**src/rtl/sram_arbiter.sv**
```systemverilog
// Round-robin arbiter and access sequencer for a 16-bit asynchronous SRAM shared by the CPU
// port and the loader/debug port. Every pin-facing output is driven straight from a flop.
module sram_arbiter #(
  parameter int unsigned WAIT_CYCLES = 2
) (
  input  logic        Clk,
  input  logic        Reset,
  input  logic        cpu_req,
  input  logic        cpu_we,
  input  logic [1:0]  cpu_be,
  input  logic [19:0] cpu_addr,
  input  logic [15:0] cpu_wdata,
  output logic [15:0] cpu_rdata,
  output logic        cpu_ack,
  input  logic        ldr_req,
  input  logic        ldr_we,
  input  logic [1:0]  ldr_be,
  input  logic [19:0] ldr_addr,
  input  logic [15:0] ldr_wdata,
  output logic [15:0] ldr_rdata,
  output logic        ldr_ack,
  output logic [19:0] A,
  input  logic [15:0] Data_in,
  output logic [15:0] Data_out,
  output logic        Data_oe,
  output logic        CE_N,
  output logic        OE_N,
  output logic        WE_N,
  output logic        UB_N,
  output logic        LB_N
);

  typedef enum logic [1:0] {StIdle, StSetup, StAccess, StDone} state_e;

  state_e      state_q, state_d;
  logic        gnt_ldr_q, gnt_ldr_d;
  logic        last_ldr_q, last_ldr_d;
  logic        we_q, we_d;
  logic [1:0]  be_q, be_d;
  logic [3:0]  cnt_q, cnt_d;
  logic [19:0] a_d;
  logic [15:0] data_out_d, cpu_rdata_d, ldr_rdata_d, rd_word;
  logic        data_oe_d, ce_n_d, oe_n_d, we_n_d, ub_n_d, lb_n_d, cpu_ack_d, ldr_ack_d;

  logic        pick_ldr, sel_we;
  logic [1:0]  sel_be;
  logic [19:0] sel_addr;
  logic [15:0] sel_wdata;

  // On a tie the port that was not granted last wins.
  assign pick_ldr  = ldr_req & (~cpu_req | ~last_ldr_q);
  assign sel_we    = pick_ldr ? ldr_we    : cpu_we;
  assign sel_be    = pick_ldr ? ldr_be    : cpu_be;
  assign sel_addr  = pick_ldr ? ldr_addr  : cpu_addr;
  assign sel_wdata = pick_ldr ? ldr_wdata : cpu_wdata;
  assign rd_word   = Data_in & {{8{be_q[1]}}, {8{be_q[0]}}};

  always_ff @(posedge Clk or negedge Reset) begin
    if (!Reset) begin
      state_q    <= StIdle;
      gnt_ldr_q  <= 1'b0;
      last_ldr_q <= 1'b1;
      we_q       <= 1'b0;
      be_q       <= 2'b00;
      cnt_q      <= 4'd0;
      A          <= '0;
      Data_out   <= '0;
      Data_oe    <= 1'b0;
      CE_N       <= 1'b1;
      OE_N       <= 1'b1;
      WE_N       <= 1'b1;
      UB_N       <= 1'b1;
      LB_N       <= 1'b1;
      cpu_ack    <= 1'b0;
      ldr_ack    <= 1'b0;
      cpu_rdata  <= '0;
      ldr_rdata  <= '0;
    end else begin
      state_q    <= state_d;
      gnt_ldr_q  <= gnt_ldr_d;
      last_ldr_q <= last_ldr_d;
      we_q       <= we_d;
      be_q       <= be_d;
      cnt_q      <= cnt_d;
      A          <= a_d;
      Data_out   <= data_out_d;
      Data_oe    <= data_oe_d;
      CE_N       <= ce_n_d;
      OE_N       <= oe_n_d;
      WE_N       <= we_n_d;
      UB_N       <= ub_n_d;
      LB_N       <= lb_n_d;
      cpu_ack    <= cpu_ack_d;
      ldr_ack    <= ldr_ack_d;
      cpu_rdata  <= cpu_rdata_d;
      ldr_rdata  <= ldr_rdata_d;
    end
  end

  always_comb begin
    state_d = state_q;
    unique case (state_q)
      StIdle:   if (cpu_req || ldr_req) state_d = StSetup;
      StSetup:  state_d = StAccess;
      StAccess: if (cnt_q == 4'd0) state_d = StDone;
      StDone:   state_d = StIdle;
      default:  state_d = StIdle;
    endcase
  end

  // Computes the value each output flop takes for the state being entered.
  always_comb begin
    gnt_ldr_d   = gnt_ldr_q;
    last_ldr_d  = last_ldr_q;
    we_d        = we_q;
    be_d        = be_q;
    cnt_d       = cnt_q;
    a_d         = A;
    data_out_d  = Data_out;
    data_oe_d   = Data_oe;
    ce_n_d      = CE_N;
    oe_n_d      = OE_N;
    we_n_d      = WE_N;
    ub_n_d      = UB_N;
    lb_n_d      = LB_N;
    cpu_ack_d   = 1'b0;
    ldr_ack_d   = 1'b0;
    cpu_rdata_d = cpu_rdata;
    ldr_rdata_d = ldr_rdata;
    unique case (state_q)
      StIdle: begin
        if (cpu_req || ldr_req) begin
          gnt_ldr_d  = pick_ldr;
          last_ldr_d = pick_ldr;
          we_d       = sel_we;
          be_d       = sel_be;
          cnt_d      = 4'(WAIT_CYCLES - 1);
          a_d        = sel_addr;
          ce_n_d     = (sel_be == 2'b00);
          ub_n_d     = ~sel_be[1];
          lb_n_d     = ~sel_be[0];
          oe_n_d     = 1'b1;
          we_n_d     = 1'b1;
          data_oe_d  = sel_we;
          if (sel_we) data_out_d = sel_wdata;
        end
      end
      StSetup: begin
        // A no-byte access runs the full sequence with every strobe left inactive.
        if (be_q != 2'b00) begin
          oe_n_d = we_q;
          we_n_d = ~we_q;
        end
      end
      StAccess: begin
        if (cnt_q != 4'd0) begin
          cnt_d = cnt_q - 4'd1;
        end else begin
          ce_n_d = 1'b1;
          oe_n_d = 1'b1;
          we_n_d = 1'b1;
          ub_n_d = 1'b1;
          lb_n_d = 1'b1;
          if (gnt_ldr_q) ldr_ack_d = 1'b1;
          else           cpu_ack_d = 1'b1;
          if (!we_q) begin
            if (gnt_ldr_q) ldr_rdata_d = rd_word;
            else           cpu_rdata_d = rd_word;
          end
        end
      end
      StDone: data_oe_d = 1'b0;
      default: ;
    endcase
  end

endmodule

```
**config.mk**
```make
export PLATFORM = sky130hd
export DESIGN_NAME = sram_arbiter
export DESIGN_NICKNAME = d
export VERILOG_FILES = /design/src/rtl/sram_arbiter.sv
export SDC_FILE = /design/constraint.sdc
export NUM_CORES = 1
export LEC_CHECK = 0
export ABC_AREA = 1
export CAP_MARGIN = 25
export CORE_MARGIN = 2
export CORE_UTILIZATION = 40
export CTS_BUF_LIST = sky130_fd_sc_hd__clkbuf_4 sky130_fd_sc_hd__clkbuf_8
export DETAILED_ROUTE_END_ITERATION = 10
export GPL_TIMING_DRIVEN = 1
export HOLD_SLACK_MARGIN = 0.03
export PLACE_DENSITY = 0.77
export SYNTH_ARGS = -nofsm -noshare
export SYNTH_HDL_FRONTEND = slang
export SYNTH_SLANG_ARGS = --single-unit
```
**constraint.sdc**
```tcl
create_clock -name Clk -period 4.7 [get_ports Clk]
set_input_delay 1.175 -clock Clk [delete_from_list [all_inputs] [get_ports Clk]]
set_output_delay 1.175 -clock Clk [all_outputs]
set_load 0.03 [all_outputs]
```
==> impl_results.md, run 1 <==
- Final clock skew: 8.13 ps
- Largest net degree at the start of global routing: 64
- Worst-skew pair later-pin latency: 360 ps
- Antenna cells: 0
- DIE AREA: 10,600 sq um
- Vias in the first global route: 3,609
- Drt drc: 0
- Slowest cell on the critical path: clkdlybuf4s50_1
- Core box area: 9640 sq um
- Post-CTS Setup Inserts: 0
- Final layout net count: 743
- Worst EP arrival: 1570 ps
- Clock transition at the registers of the reported paths: 90 ps
- Post-route ant nets: 0
- CP endpoint kind: output pin
- Final period util: between 50% and 60%
- Syn Inst Count: 475
- Post-synthesis sequential area ratio: between 50% and 60%
- Mapped Area: ~3900 sq um
- Rows: 36
- Final Hold Fails: 0
- Worst-case clock buffer depth: 2
- PortBufs: approximately 170
- Power per standard cell area: 700 nW/um^2
- CP top delay family: buffers and inverters
- Dpl hpwl: between 7000 and 8000 microns
- Post-Synthesis Net Count: 580
- Detailed Route Iter0 Violations: 192
- Critical path startpoint category: flop
- Routed WL per cell: 13.7 microns
- Initial DRT Pass Iterations: 4
- Commonest non-fill, non-tap cell in the layout: nand2_1
- I/O pin total: 174
- RSZ-0062 raised after global routing: false
- TritonCTS clock tree: yes
- Worst path bufs/invs: 1
- Antenna violations before repair: 0
- Max-cap violations: 0
- Leakage: 0.00277 uW
- Final min period: between 2000 and 3000 ps
- VDD IR max: 0.389 mV
- Congestion Overflow GR: 0
- Num CTS Buffers: 9
- Clock tree sinks: 87
- Area post-placement: 5720 sq um
- Die width: ~100 microns
- Status: completed
- Final setup TNS: 0 ps
- Layout cells sized above 1: under 10%
- Yosys cell types: 22
- P&R area growth vs syn: 51.8%
- Setup-failing EPs final: 0
- GRT Total Usage: 20.3%
- Design area: 5970 sq um
- Total power: 4180 uW
- Hold buffer count at cts: 0
- Via density: 4.84
- Pins Over Slew Limit: 0
- Critical-path maximum fanout: 2
- Global-route wire length before repair: 16,600 microns
- Syn. warnings: 0
- Kind of critical path: reg2out
- Vias: ~3,800
- HP Class: reg2reg
- Post-cts resize count: 0
- Sequence of cells on the critical path: clkdlybuf4s50_1
- Critical Path RT: 3520 ps
- Most frequent cells in the layout: nand2_1 (183), clkdlybuf4s50_1 (172), dfrtp_1 (81)
- Avg Inst Size Synth: 8.28 sq um
- #FFs+latches synth: between 80 and 90
- Root Driver: clkbuf_8
- Max frequency: around 360 MHz
- Routed WL: 10,600 microns
- Worst path max stage delay: 670 ps
- Starting Density: between 40 and 50%
- Placer Congestion: between 0.7 and 0.8
- H-tree depth: 3
- Max_slew headroom: 32.5%
- Worst-Margin Slew: 1010 ps
- Die height: around 100 microns
cells by family after synthesis:
kind of cell	Yosys count	share of synthesized area (%)
fa+ha+maj	7	2.23
simple gates	252	25.8
flops	87	55.6
buf+inv	40	4.81
xor+xnor	1	0.223
compound gates	88	11.4
final timing paths:
path | start | to | slack (ps) | cells after the start
worst max-delay path | WE_N$_DFFE_PN1P_ | WE_N | 1950 | 1
worst min-delay path | gnt_ldr_q$_DFFE_PN0P_ | cpu_ack$_DFF_PN0_ | 460 | 1
worst max register to register | state_q[0]$_DFFE_PN0P_ | ldr_rdata[9]$_DFFE_PN0P_ | 2350 | 6
worst min register to register | gnt_ldr_q$_DFFE_PN0P_ | cpu_ack$_DFF_PN0_ | 460 | 1
max in group asynchronous | Reset | cpu_rdata[1]$_DFFE_PN0P_ | 2970 | 2
min in group asynchronous | Reset | cpu_rdata[3]$_DFFE_PN0P_ | 880 | 1
per-layer routing:
| metal | up-vias | wire, microns | global-route usage, % |
|---|---|---|---|
| met5 | - | 0 | 0 |
| met4 | 0 | 148 | 7.69 |
| met3 | 11 | 1100 | 6.71 |
| met2 | 154 | 5060 | 33.9 |
| met1 | 1739 | 4310 | 24.5 |
| li1 | 1855 | - | - |
state kept, by name (all words and copies together) (netlist names):
signal      flops
UB_N            1
we_q            1
LB_N            1
gnt_ldr_q       1
ldr_ack         1
A              20
WE_N            1
be_q            2
cpu_rdata      16
OE_N            1
cpu_ack         1
Data_out       16
last_ldr_q      1
state_q         2
ldr_rdata      16
cnt_q           4
Data_oe         1
CE_N            1
power breakdown:
part	switching [uW]	total, uW	internal (uW)
sequential	239	1360	1120
clock	270	635	366
combinational	1310	2180	862
total	1820	4180	2350
layout make-up:
class / count / area [sq um]
clock buffers: 10 / 138
clock inverters: 6 / 108
fillers: 844 / 3670
inverters: 16 / 60.1
multi-input cells: 348 / 1560
flip-flops and latches: 87 / 2180
well taps: 133 / 166
repair buffers: 176 / 1750
synth_stat cells:
| cell | n | area (sq um) |
|---|---|---|
| nand2_1 | 183 | 687 |
| dfrtp_1 | 81 | 2030 |
| o21ai_0 | 69 | 345 |
| nand3_1 | 31 | 155 |
| nor2_1 | 30 | 113 |
| inv_1 | 14 | 52.6 |
| o21ai_1 | 14 | 70.1 |
| buf_2 | 13 | 65.1 |
| clkbuf_1 | 7 | 26.3 |
| ha_1 | 7 | 87.6 |
| dfstp_2 | 6 | 158 |
| a21oi_1 | 3 | 15.0 |
| nand2_2 | 3 | 18.8 |
| buf_4 | 2 | 15.0 |
| buf_6 | 2 | 22.5 |
| inv_2 | 2 | 7.51 |
| nand2_4 | 2 | 22.5 |
| nand4_1 | 2 | 12.5 |
| o211ai_1 | 1 | 7.51 |
| o21ai_2 | 1 | 8.76 |
| or2_2 | 1 | 6.26 |
| xnor2_1 | 1 | 8.76 |
per-stage QoR:
| stage | worst slack, ps | hold WS, ps | instances | util (%) |
|---|---|---|---|---|
| floorplan | 2660 | 426 | 475 | - |
| global placement | 1710 | 446 | 760 | 59.3 |
| detailed placement | 1630 | 450 | 760 | 59.3 |
| CTS | 1920 | 464 | 776 | 61.9 |
| global route | 1840 | 474 | 776 | 61.9 |
| finish | 1950 | 461 | 776 | 61.9 |
No activity file was read; power rests on OpenSTA's default activity.
==> inputs of run 2 (changes only) <==
Settings changed: CORE_UTILIZATION 40 to 39, PLACE_DENSITY 0.77 to 0.78.
Clock period 4.7 ns to 2.3 ns, I/O delays scaled along.
==> impl_results.md, run 2 (synthesis gave the netlist of run 1 again) <==
- Final min period: 2150 ps
- Dpl hpwl: 8320 microns
- Die height: about 100 microns
- Antenna violations before repair: 0
- CP top delay family: buffers and inverters
- Clock tree sinks: 87
- Largest net degree at the start of global routing: 47
- P&R area growth vs syn: 53.6%
- Max-cap violations: 0
- Leakage: 0.00280 uW
- I/O pin total: about 170
- Worst path bufs/invs: 1
- Root Driver: clkbuf_8
- Drt drc: 0
- Routed WL: 11,000 microns
- Final layout net count: 750
- Core Util, Final: 61.8%
- Max_slew headroom: 63.2%
- Worst-case clock buffer depth: 2
- Top reg by flops: A
- Post-route ant nets: 0
- Worst-skew pair later-pin latency: approximately 350 ps
- Placer Congestion: 0.796
- Vias in the first global route: between 3,000 and 4,000
- Max FFs per register: 20
- Critical-path maximum fanout: 2
- CP endpoint kind: output pin
- Layout cells sized above 1: roughly 6.5%
- Pins Over Slew Limit: 0
- Multi-input gate area: 1560 sq um
- Power per standard cell area: 1420 nW/um^2
- Commonest non-fill, non-tap cell in the layout: nand2_1
- Final period util: 93.4%
- Core box area: 9770 sq um
- Kind of critical path: reg2out
- Critical Path RT: 1730 ps
- Clock transition at the registers of the reported paths: 90 ps
- Via density: 4.87
- Post-cts resize count: 0
- Antenna cells: 0
- Most frequent cells in the layout: nand2_1 (183), clkdlybuf4s50_1 (172), dfrtp_1 (81)
- Congestion Overflow GR: 0
- RSZ-0062 raised after global routing: false
- Worst EP arrival: between 1500 and 2000 ps
- Max frequency: around 470 MHz
- Initial DRT Pass Iterations: 4
- Status: completed
- Post-CTS Setup Inserts: 0
- Reg area: ~2200 sq um
- PortBufs: roughly 170
- Final setup TNS: 0 ps
- Sequence of cells on the critical path: clkdlybuf4s50_1
- Die width: between 100 and 150 microns
- GRT Total Usage: 20.4%
- Setup-failing EPs final: 0
- TritonCTS clock tree: yes
- Hold buffer count at cts: 0
- Final clock skew: 9.84 ps
- Worst-Margin Slew: 552 ps
- DIE AREA: 10,900 sq um
- HP Class: in2async
- Final Hold Fails: 0
- Detailed Route Iter0 Violations: between 150 and 200
- Rows: 36
- Vias: 3,816
- VDD IR max: between 0.6 and 0.7 mV
- Global-route wire length before repair: ~18,000 microns
- Filler cells: between 800 and 900
- Routed WL per cell: 14.0 microns
- Starting Density: 40.2%
- Num CTS Buffers: 9
- H-tree depth: 3
- Slowest cell on the critical path: clkdlybuf4s50_1
- Critical path startpoint category: flop
- Worst path max stage delay: 670 ps
## run 2: layer usage
metal  vias up  part of all wire [%]  GRT usage (%)  wire length (microns)
met2       163                    50           35.7                   5450
met3        20                   8.4           5.70                    921
met4         0                   2.2           7.82                    237
met1      1763                    40           23.8                   4350
li1       1870                     -              -                      -
met5         -                     0              0                      0
## run 2: layout make-up
cell class | instances | area share (%)
flip-flops and latches | 87 | 36.2
repair buffers | 183 | 30.5
multi-input cells | 348 | 25.8
well taps | 133 | 2.76
clock buffers | 9 | 2.05
clock inverters | 7 | 1.70
inverters | 16 | 0.995
## run 2: per-stage QoR
| stage | std cells | total power, uW | setup slack [ps] | instance area, sq um | hold slack, ps |
|---|---|---|---|---|---|
| 6_report | 783 | 8550 | 153 | 6040 | 209 |
| 2_1_floorplan | 475 | 5410 | 815 | 3930 | 279 |
| 4_1_cts | 783 | 8630 | 126 | 6040 | 210 |
| 3_3_place_gp | 767 | 7260 | 239 | 5810 | 438 |
| 5_1_grt | 783 | 9120 | 119 | 6040 | 233 |
| 3_5_place_dp | 767 | 7410 | 198 | 5810 | 445 |
## run 2: worst paths after layout
check | end | slack, ps | cells past startpoint | startpoint
worst max-delay path | WE_N | 150 | 1 | WE_N$_DFFE_PN1P_
worst min-delay path | cpu_rdata[1]$_DFFE_PN0P_ | 210 | 1 | Reset
worst max register to register | ldr_rdata[13]$_DFFE_PN0P_ | 470 | 7 | state_q[0]$_DFFE_PN0P_
worst min register to register | cpu_ack$_DFF_PN0_ | 460 | 1 | gnt_ldr_q$_DFFE_PN0P_
max in group asynchronous | LB_N$_DFFE_PN1P_ | 1410 | 2 | Reset
min in group Clk | cpu_ack$_DFF_PN0_ | 460 | 1 | gnt_ldr_q$_DFFE_PN0P_
## run 2: power breakdown
group,switching (uW),internal [uW]
logic,2730,1830
registers,508,2300
clock network,568,625
total,3800,4750
==> inputs of run 3 (changes only) <==
Settings changed: REMOVE_ABC_BUFFERS set to 1.
==> impl_results.md, run 3 (synthesis gave the netlist of run 1 again) <==
- Detailed Route Iter0 Violations: 103
- Largest net degree at the start of global routing: 47
- Antenna cells: 0
- H-tree depth: 3
- Die width: around 100 microns
- Initial DRT Pass Iterations: 5
- CP endpoint kind: output pin
- Worst-skew pair later-pin latency: 350 ps
- Slowest cell on the critical path: clkdlybuf4s50_1
- Rows: 36
- Max-cap violations: 0
- Num CTS Buffers: 9
- Antenna violations before repair: 0
- GRT Total Usage: 21.0%
- Worst path bufs/invs: 1
- Routed WL: 11,200 microns
- DIE AREA: 10,900 sq um
- Critical path startpoint category: flop
- Congestion Overflow GR: 0
- Status: completed
- Routed WL per cell: approximately 14 microns
- I/O pin total: 174
- Drt drc: 0
- Power per standard cell area: 1420 nW/um^2
- VDD IR max: 0.630 mV
- Final layout net count: 749
- Leakage: 0.00281 uW
- Filler cells: 871
- Root Driver: clkbuf_8
- Final clock skew: 12.9 ps
- Final Hold Fails: 0
- Dpl hpwl: approximately 8400 microns
- Critical-path maximum fanout: 2
- Most frequent cells in the layout: nand2_1 (183), clkdlybuf4s50_1 (172), dfrtp_1 (81)
- Worst-Margin Slew: 576 ps
- Worst path max stage delay: 690 ps
- Core box area: 9770 sq um
- Vias: 3,870
- Clock tree sinks: 87
- Global-route wire length before repair: 18,400 microns
- Max FFs per register: 20
- Max_slew headroom: 61.6%
- Die height: 104 microns
- Reg area: 2180 sq um
- Post-cts resize count: 0
- Vias in the first global route: 3,884
- PortBufs: around 170
- WL met3: between 900 and 1000 microns
- Clock transition at the registers of the reported paths: 80 ps
- Max frequency: 465 MHz
- Final setup TNS: 0 ps
- Final min period: 2150 ps
- Placer Congestion: roughly 0.8
- Multi-input gate area: 1560 sq um
- Post-route ant nets: 0
- Post-CTS Setup Inserts: 0
- Top reg by flops: A
- P&R area growth vs syn: 53.6%
- Layout cells sized above 1: 6.32%
- Via density: 4.95
- Met1 wire length: approximately 4600 microns
- HP Class: in2async
- Setup-failing EPs final: 0
- RSZ-0062 raised after global routing: false
- Total power: 8590 uW
- Metal2 WL: 5280 microns
- Critical Path RT: about 1700 ps
- Worst-case clock buffer depth: 2
- Sequence of cells on the critical path: clkdlybuf4s50_1
- Starting Density: 40.2%
- CP top delay family: buffers and inverters
- Max layer used: met4
- Final period util: 93.6%
- Pins Over Slew Limit: 0
- Worst EP arrival: 1580 ps
- TritonCTS clock tree: yes
- Hold buffer count at cts: 0
- Commonest non-fill, non-tap cell in the layout: nand2_1
- Kind of critical path: reg2out
[run 3: cell types whose count changed in the layout (fill, tap and decap cells not counted)]
cell / delta
buf_4: -1
clkbuf_4: +1
clkbuf_8: +2
clkinv_4: +1
clkinvlp_4: -1
inv_6: -3
[run 3: layout make-up]
class	instances	share of cell area, %
clock buffers	12	2.63
repair buffers	182	30.4
flip-flops and latches	87	36.2
inverters	16	0.994
multi-input cells	348	25.8
well taps	133	2.76
clock inverters	4	1.28
[run 3: final timing paths]
kind,slack (ps),to,cells after the start,start
min,220,state_q[0]$_DFFE_PN0P_,1,Reset
min in group Clk,460,cpu_ack$_DFF_PN0_,1,gnt_ldr_q$_DFFE_PN0P_
max reg2reg,520,cpu_rdata[11]$_DFFE_PN0P_,8,state_q[0]$_DFFE_PN0P_
min reg2reg,460,cpu_ack$_DFF_PN0_,1,gnt_ldr_q$_DFFE_PN0P_
max in group asynchronous,1470,ldr_rdata[13]$_DFFE_PN0P_,2,Reset
max,150,UB_N,1,UB_N$_DFFE_PN1P_
[run 3: layer usage]
metal / GRT usage, % / vias up
met3: 5.70 / 24
met5: 0 / -
met1: 24.7 / 1788
met4: 9.17 / 0
met2: 35.8 / 199
li1: - / 1859
[run 3: metrics by stage]
step	cell area, sq um	std cells	setup slack [ps]	hold WS (ps)	utilization, %
finish	6040	782	148	220	61.8
detailed placement	5800	766	129	444	59.4
global placement	5800	766	193	449	59.4
global route	6040	782	104	252	61.8
CTS	6040	782	119	224	61.8
floorplan	3800	451	324	279	-
[run 3: power by group]
part           internal, uW  total (uW)  switching (uW)
Sequential             2300        2790             488
Combinational          1830        4590            2760
Clock                   687        1210             525
